**src/rtl/noc_pkg.sv**
```systemverilog
// Shared types and header field layout for the OpenPiton-style 64-bit NoC flit path.
package noc_pkg;

    localparam int unsigned FLIT_W = 64;
    localparam int unsigned LEN_HI = 29;
    localparam int unsigned LEN_LO = 22;
    localparam int unsigned LEN_W  = LEN_HI - LEN_LO + 1;

    typedef logic [FLIT_W-1:0] flit_t;

    typedef enum logic {W_HEAD, W_BODY} wr_state_t;
    typedef enum logic {R_HEAD, R_BODY} rd_state_t;

    // Body-flit count carried in a header flit.
    function automatic logic [LEN_W-1:0] hdr_len(input flit_t f);
        return f[LEN_HI:LEN_LO];
    endfunction

endpackage

```
**src/rtl/noc_flit_fifo.sv**
```systemverilog
// Single-clock flit FIFO with wrap-bit pointers; head is read straight from the registered array.
module noc_flit_fifo
    import noc_pkg::*;
#(
    parameter int unsigned DEPTH = 16
) (
    input  logic  clk,
    input  logic  rst_n,
    input  logic  push,
    input  logic  pop,
    input  flit_t wdata,
    output flit_t rdata,
    output logic  full,
    output logic  empty
);

    localparam int unsigned AW = $clog2(DEPTH);

    flit_t         mem [DEPTH];
    logic [AW:0]   wr_ptr;
    logic [AW:0]   rd_ptr;

    always_comb begin
        full  = (wr_ptr[AW-1:0] == rd_ptr[AW-1:0]) && (wr_ptr[AW] != rd_ptr[AW]);
        empty = (wr_ptr == rd_ptr);
        rdata = mem[rd_ptr[AW-1:0]];
    end

    // Array is cleared on reset so the head reads zero and no stale flit survives.
    always_ff @(posedge clk or negedge rst_n) begin
        if (!rst_n) begin
            wr_ptr <= '0;
            rd_ptr <= '0;
            for (int i = 0; i < int'(DEPTH); i++) begin
                mem[i] <= '0;
            end
        end else begin
            if (push) begin
                mem[wr_ptr[AW-1:0]] <= wdata;
                wr_ptr              <= wr_ptr + (AW+1)'(1);
            end
            if (pop) begin
                rd_ptr <= rd_ptr + (AW+1)'(1);
            end
        end
    end

endmodule

```
**src/rtl/noc_flit_injector.sv**
```systemverilog
// Packet-buffered val/yum flit transmitter; oversize packets are cut through.
// Optional trace prints under NOC_FLIT_INJECTOR_TRACE_EN.
module noc_flit_injector
    import noc_pkg::*;
#(
    parameter string       ID    = "inj",
    parameter int unsigned DEPTH = 16
) (
    input  logic        clk,
    input  logic        rst_n,
    input  logic        wr_val,
    input  logic [63:0] wr_data,
    output logic        wr_rdy,
    output logic [63:0] dout_msg,
    output logic        dout_val,
    input  logic        dout_yum,
    output logic [15:0] pkt_cnt,
    output logic        err_oversize,
    output logic        busy
);

    localparam int unsigned CW = $clog2(DEPTH) + 1;

    wr_state_t        wr_st;
    rd_state_t        rd_st;
    logic [LEN_W-1:0] wr_rem;
    logic [LEN_W-1:0] rd_rem;
    logic [LEN_W-1:0] wr_len;
    logic [LEN_W-1:0] rd_len;
    logic [CW-1:0]    cmpl_cnt;
    logic             wr_ovs;
    logic             rd_ct;
    logic             ct_pending;
    logic             full;
    logic             empty;
    logic             wr_fire;
    logic             rd_fire;
    logic             ovs_hdr;
    logic             ct_hdr;
    logic             wr_done;
    logic             rd_last;
    logic             cmpl_inc;
    logic             cmpl_dec;

    noc_flit_fifo #(.DEPTH(DEPTH)) u_fifo (
        .clk   (clk),
        .rst_n (rst_n),
        .push  (wr_fire),
        .pop   (rd_fire),
        .wdata (wr_data),
        .rdata (dout_msg),
        .full  (full),
        .empty (empty)
    );

    // Packet-boundary decode; a header only launches once its packet is buffered or cut-through is granted.
    always_comb begin
        wr_rdy   = !full;
        wr_fire  = wr_val && !full;
        wr_len   = hdr_len(wr_data);
        rd_len   = hdr_len(dout_msg);
        dout_val = !empty && ((rd_st == R_BODY) || (cmpl_cnt != '0) || ct_pending);
        rd_fire  = dout_val && dout_yum;
        ovs_hdr  = wr_fire && (wr_st == W_HEAD) && (32'(wr_len) > DEPTH - 1);
        wr_done  = wr_fire && ((wr_st == W_HEAD) ? (wr_len == '0) : (wr_rem == LEN_W'(1)));
        cmpl_inc = wr_done && !((wr_st == W_BODY) && wr_ovs);
        ct_hdr   = rd_fire && (rd_st == R_HEAD) && ct_pending && (cmpl_cnt == '0);
        rd_last  = rd_fire && ((rd_st == R_HEAD) ? (rd_len == '0) : (rd_rem == LEN_W'(1)));
        cmpl_dec = rd_last && !((rd_st == R_BODY) && rd_ct);
        busy     = !empty || (rd_st == R_BODY);
    end

    // Write-side packet tracker.
    always_ff @(posedge clk or negedge rst_n) begin
        if (!rst_n) begin
            wr_st        <= W_HEAD;
            wr_rem       <= '0;
            wr_ovs       <= 1'b0;
            err_oversize <= 1'b0;
        end else begin
            if (wr_fire) begin
                case (wr_st)
                    W_HEAD: begin
                        if (wr_len != '0) begin
                            wr_st  <= W_BODY;
                            wr_rem <= wr_len;
                            wr_ovs <= ovs_hdr;
                        end
                    end
                    W_BODY: begin
                        wr_rem <= wr_rem - LEN_W'(1);
                        if (wr_rem == LEN_W'(1)) begin
                            wr_st <= W_HEAD;
                        end
                    end
                    default: wr_st <= W_HEAD;
                endcase
            end
            if (ovs_hdr) begin
                err_oversize <= 1'b1;
            end
        end
    end

    // Read-side packet tracker and delivered-packet counter.
    always_ff @(posedge clk or negedge rst_n) begin
        if (!rst_n) begin
            rd_st   <= R_HEAD;
            rd_rem  <= '0;
            rd_ct   <= 1'b0;
            pkt_cnt <= '0;
        end else begin
            if (rd_fire) begin
                case (rd_st)
                    R_HEAD: begin
                        rd_ct <= ct_hdr;
                        if (rd_len != '0) begin
                            rd_st  <= R_BODY;
                            rd_rem <= rd_len;
                        end
                    end
                    R_BODY: begin
                        rd_rem <= rd_rem - LEN_W'(1);
                        if (rd_rem == LEN_W'(1)) begin
                            rd_st <= R_HEAD;
                        end
                    end
                    default: rd_st <= R_HEAD;
                endcase
            end
            if (rd_last) begin
                pkt_cnt <= pkt_cnt + 16'(1);
            end
        end
    end

    // Buffered-packet count and the cut-through grant shared by both sides.
    always_ff @(posedge clk or negedge rst_n) begin
        if (!rst_n) begin
            cmpl_cnt   <= '0;
            ct_pending <= 1'b0;
        end else begin
            case ({cmpl_inc, cmpl_dec})
                2'b10:   cmpl_cnt <= cmpl_cnt + CW'(1);
                2'b01:   cmpl_cnt <= cmpl_cnt - CW'(1);
                default: cmpl_cnt <= cmpl_cnt;
            endcase
            if (ct_hdr) begin
                ct_pending <= 1'b0;
            end
            if (ovs_hdr) begin
                ct_pending <= 1'b1;
            end
        end
    end

`ifdef NOC_FLIT_INJECTOR_TRACE_EN
    always_ff @(posedge clk) begin
        if (rd_fire) begin
            $display("(%s): INJ flit %h", ID, dout_msg);
        end
        if (ovs_hdr && !err_oversize) begin
            $display("(%s): INJ warning: oversize header %h", ID, wr_data);
        end
    end
`endif

endmodule

```
**config.mk**
```make
export PLATFORM = sky130hd
export DESIGN_NAME = noc_flit_injector
export DESIGN_NICKNAME = d
export VERILOG_FILES = /design/src/rtl/noc_pkg.sv /design/src/rtl/noc_flit_fifo.sv /design/src/rtl/noc_flit_injector.sv
export SDC_FILE = /design/constraint.sdc
export NUM_CORES = 2
export LEC_CHECK = 0
export BUFFER_PORTS_ARGS = -buffer_cell sky130_fd_sc_hd__clkbuf_2
export CAP_MARGIN = 20
export CELL_PAD_IN_SITES_DETAIL_PLACEMENT = 1
export CELL_PAD_IN_SITES_GLOBAL_PLACEMENT = 2
export CORE_MARGIN = 2
export CORE_UTILIZATION = 51
export DETAILED_ROUTE_END_ITERATION = 16
export PLACE_DENSITY = 0.95
export SKIP_LAST_GASP = 1
export SYNTH_ARGS = -nofsm -noshare
export SYNTH_HDL_FRONTEND = slang
export SYNTH_SLANG_ARGS = --single-unit
```
**constraint.sdc**
```tcl
create_clock -name clk -period 11.65 [get_ports clk]
set_clock_uncertainty 0.1 [all_clocks]
set_input_delay 0.5825 -clock clk [delete_from_list [all_inputs] [get_ports clk]]
set_output_delay 0.5825 -clock clk [all_outputs]
set_load 0.1 [all_outputs]
```
==> key figures <==
Status
  – Run status: complete, no violations

Min path
  – Hold Path Cell Cnt: 3
  – Worst hold-check path type: primary input to register

CTS
  – Later-pin clock latency in the skew report: ~0.70 ns
  – Number of CTS-inserted buffers: 111
  – CTS tree: done
  – Number of setup buffers added after CTS: 0
  – Longest Clk Path Bufs: 3
  – Clock Pin Slew Worst Setup and Hold Paths: 0.06 ns
  – Maximum level of the CTS H-tree: 3
  – Clk root buf: sky130_fd_sc_hd__clkbuf_16
  – TritonCTS sink count: 1,077

Route
  – Number of DRC markers after the initial detailed-route iteration: 2,338
  – Total DRC errors in the routed layout: 0
  – Count of antenna-violating nets left after detailed routing: 0
  – Total vias in the final route: 28,120
  – Number of vias per cell after detailed routing: 6.399
  – Wire length per cell after detailed routing: 30.85 um
  – First drt pass iteration count: 5
  – Aggregate routed wire length: 135,600 um

Global route
  – GRT met2 Usage: 0.4872
  – Overflow after GRT: 0
  – Global-route wire length before repair: 207,800 um
  – M1 GR Usage: 0.3621
  – Pin count of the biggest net entering global routing: 196
  – Vias in the first global route: 32,350
  – Overall routing resource usage: 0.2815
  – Routing usage on met3: 0.04678
  – Most heavily used metal layer in global routing: met2
  – Antenna violations before repair: 13

Synthesis
  – Post-synthesis sequential element count: between 1,000 and 1,500
  – Number of distinct library cells after synthesis: 54
  – Cells taking the most area after synthesis: sky130_fd_sc_hd__dfrtp_1, sky130_fd_sc_hd__mux2_2, sky130_fd_sc_hd__mux4_2, sky130_fd_sc_hd__clkbuf_1, sky130_fd_sc_hd__buf_2
  – Syn. warnings: 0
  – Number of synthesized flops with an enable pin: 0
  – Post-Synthesis Cells: 2,981
  – Proportion of netlist area held by the largest area contributor: 0.5545
  – Synthesized net count: 3,064
  – Synth Flop Type: sky130_fd_sc_hd__dfrtp_1
  – Post-synthesis instance area: 48,610 sq um
  – Syn_area_per_cell: 16.31 sq um
  – Cell taking the most area after synthesis: sky130_fd_sc_hd__dfrtp_1
  – Proportion of synthesized chip area in sequential cells: 0.5545
  – Share of synthesized flip-flops with an asynchronous set or reset: 1.000

STA
  – Setup repair after global routing missed its margin: false
  – Final Hold Slack: between 0.2 and 0.25 ns
  – Post-Route Setup TNS: 0 ns
  – Final Critical Period: 5.972 ns
  – Period utilization: 0.5126
  – Maximum frequency from static timing analysis: between 150 and 200 MHz
  – Final hold violation count: 0
  – Max-slew headroom at the worst pin: 0.2573
  – Max-slew violation count: 0
  – Actual slew at the worst max-slew pin: ~1.1 ns
  – Worst Setup Slack, final: 5.678 ns
  – Count of endpoints failing setup in the final report: 0

Setup path
  – Highest fanout seen on the critical path: 54
  – Data arrival time at the worst-slack endpoint: 6.45 ns
  – Startpoint kind of the worst setup timing path: register
  – Worst Path Class, Setup: register to register
  – Path depth of the worst reg2reg path: 16
  – Critical path capture point type: register
  – Worst path required time: 12.13 ns

Layout
  – Fill cells: 8,438
  – Syn-to-layout area delta: 11.59%
  – Area used by sequential logic in the layout: 26,960 sq um
  – Area used by multi-input combinational logic: about 21,000 sq um
  – Layout cell share with drive strength beyond 1: 0.5579
  – Fin nets: 3,112

Place
  – Placement Setup Slack: ~5.4 ns
  – Final RePlAce weighted congestion: 0.7803
  – Buffers added on ports: 151
  – HPWL after DPL: 72,020 um

Floorplanning
  – Area of the core: 94,730 sq um
  – Core Rows: 113
  – Effective utilization at floorplan: 0.5131
  – Horiz. Die Dim: 312.7 um
  – Ports: 152
  – Die outline area: slightly below 100,000 sq um
  – Die Span Y: 312.7 um

Job
  – Maximum capacitance violations: 0
critical path: stages, from the launching register on:
cell and delay (ns):
sky130_fd_sc_hd__dfrtp_4 1.12, sky130_fd_sc_hd__buf_4 0.84, sky130_fd_sc_hd__mux4_2 0.42, sky130_fd_sc_hd__mux2_2 0.30, sky130_fd_sc_hd__or3_1 0.39, sky130_fd_sc_hd__nor3_2 0.17
sky130_fd_sc_hd__o21ai_2 0.09, sky130_fd_sc_hd__buf_4 0.24, sky130_fd_sc_hd__a21oi_1 0.28, sky130_fd_sc_hd__a21boi_0 0.31, sky130_fd_sc_hd__ha_1 0.34, sky130_fd_sc_hd__ha_1 0.32
sky130_fd_sc_hd__a21o_1 0.18, sky130_fd_sc_hd__a21oi_1 0.20, sky130_fd_sc_hd__xor2_1 0.18, sky130_fd_sc_hd__nor2_1 0.07, sky130_fd_sc_hd__xor2_1 0.15
state kept, by name (all words and copies together), names as in the netlist, 5 cells and up:
name and cells:
u_fifo.wr_ptr 5, cmpl_cnt 5, pkt_cnt 16, wr_rem 8
u_fifo.mem 1024, u_fifo.rd_ptr 5, rd_rem 8
what timing repair did:
item,in CTS,in global routing
endpoints found under the hold margin,86,0
hold buffers,1,0
gates resized for setup,0,0
placed cells by master, fill, tap and decap left out, types with 5 or more instances in the layout:
cell type	instances
sky130_fd_sc_hd__a2111oi_0	7
sky130_fd_sc_hd__a2111oi_2	5
sky130_fd_sc_hd__a21oi_1	16
sky130_fd_sc_hd__and3_1	5
sky130_fd_sc_hd__buf_4	39
sky130_fd_sc_hd__bufinv_16	8
sky130_fd_sc_hd__clkbuf_1	27
sky130_fd_sc_hd__clkbuf_16	112
sky130_fd_sc_hd__clkbuf_2	150
sky130_fd_sc_hd__clkbuf_8	27
sky130_fd_sc_hd__clkinv_2	24
sky130_fd_sc_hd__dfrtp_1	1074
sky130_fd_sc_hd__diode_2	6
sky130_fd_sc_hd__ha_1	14
sky130_fd_sc_hd__inv_1	15
sky130_fd_sc_hd__inv_6	6
sky130_fd_sc_hd__mux2_2	1031
sky130_fd_sc_hd__mux2i_1	18
sky130_fd_sc_hd__mux4_2	308
sky130_fd_sc_hd__nand2_1	38
sky130_fd_sc_hd__nand3_1	16
sky130_fd_sc_hd__nand3_4	12
sky130_fd_sc_hd__nand4_1	14
sky130_fd_sc_hd__nor2_1	18
sky130_fd_sc_hd__nor2b_1	5
sky130_fd_sc_hd__nor3_1	8
sky130_fd_sc_hd__nor4_1	7
sky130_fd_sc_hd__o21ai_0	17
sky130_fd_sc_hd__o22ai_1	5
sky130_fd_sc_hd__or3_1	6
sky130_fd_sc_hd__xnor2_1	13
sky130_fd_sc_hd__xor2_1	20
Yosys cell counts (all sizes together), types with 5 or more instances:
cell     number
a2111oi      12
mux2i        18
xor2         20
mux2       1031
nand2        38
nor3          9
xnor2        13
nand4        14
ha           14
inv          16
nor2         18
nor4          7
nor2b         5
o22ai         5
o21ai        18
buf         122
and3          5
dfrtp      1077
or3           6
clkbuf      141
nand3        28
a21oi        16
mux4        308
final timing paths:
path                                         startpoint                          end  slack (ns)
max                        u_fifo.rd_ptr[2]$_DFFE_PN0P_      cmpl_cnt[4]$_DFFE_PN0P_        5.68
min                                              wr_val            wr_st$_DFFE_PN0P_        0.23
max reg2reg                u_fifo.rd_ptr[2]$_DFFE_PN0P_      cmpl_cnt[4]$_DFFE_PN0P_        5.68
min reg2reg                     pkt_cnt[15]$_DFFE_PN0P_      pkt_cnt[15]$_DFFE_PN0P_        0.37
max in group asynchronous                         rst_n  u_fifo.mem[831]$_DFFE_PN0P_        8.54
min in group asynchronous                         rst_n  u_fifo.mem[976]$_DFFE_PN0P_        0.36
through the flow:
| stage | cell area, sq um | utilization | instances |
|---|---|---|---|
| 2_1_floorplan | 48610 | - | 2981 |
| 3_3_place_gp | 50380 | 0.5318 | 4176 |
| 3_5_place_dp | 50380 | 0.5318 | 4176 |
| 4_1_cts | 54120 | 0.5713 | 4385 |
| 5_1_grt | 54240 | 0.5725 | 4392 |
| 6_report | 54240 | 0.5726 | 4395 |
cells by family after synthesis:
group           share of synthesized area
compound gates                    0.01207
xor+xnor                         0.005946
flops                              0.5545
buf+inv                           0.02404
fa+ha+maj                        0.004016
simple gates                      0.01421
mux                                0.3853
routing by layer:
metal,wire length (um),up-vias,share of wire
li1,-,11290,-
met2,70040,861,0.52
met1,54610,15700,0.40
met3,7205,256,0.053
met5,73,-,0.00054
met4,3667,12,0.027
layout make-up:
type,count,share of cell area
Timing Repair Buffer,198,0.02284
Sequential cell,1077,0.4971
Clock inverter,42,0.008350
Multi-Input combinational cell,1624,0.3807
Clock buffer,166,0.06039
Inverter,17,0.001223
Antenna cell,6,0.0002768
Tap cell,1265,0.02918
Power is left out: the tool's default activity adds up to more than one toggle a clock period on the data nets, which glitch-free logic cannot reach.
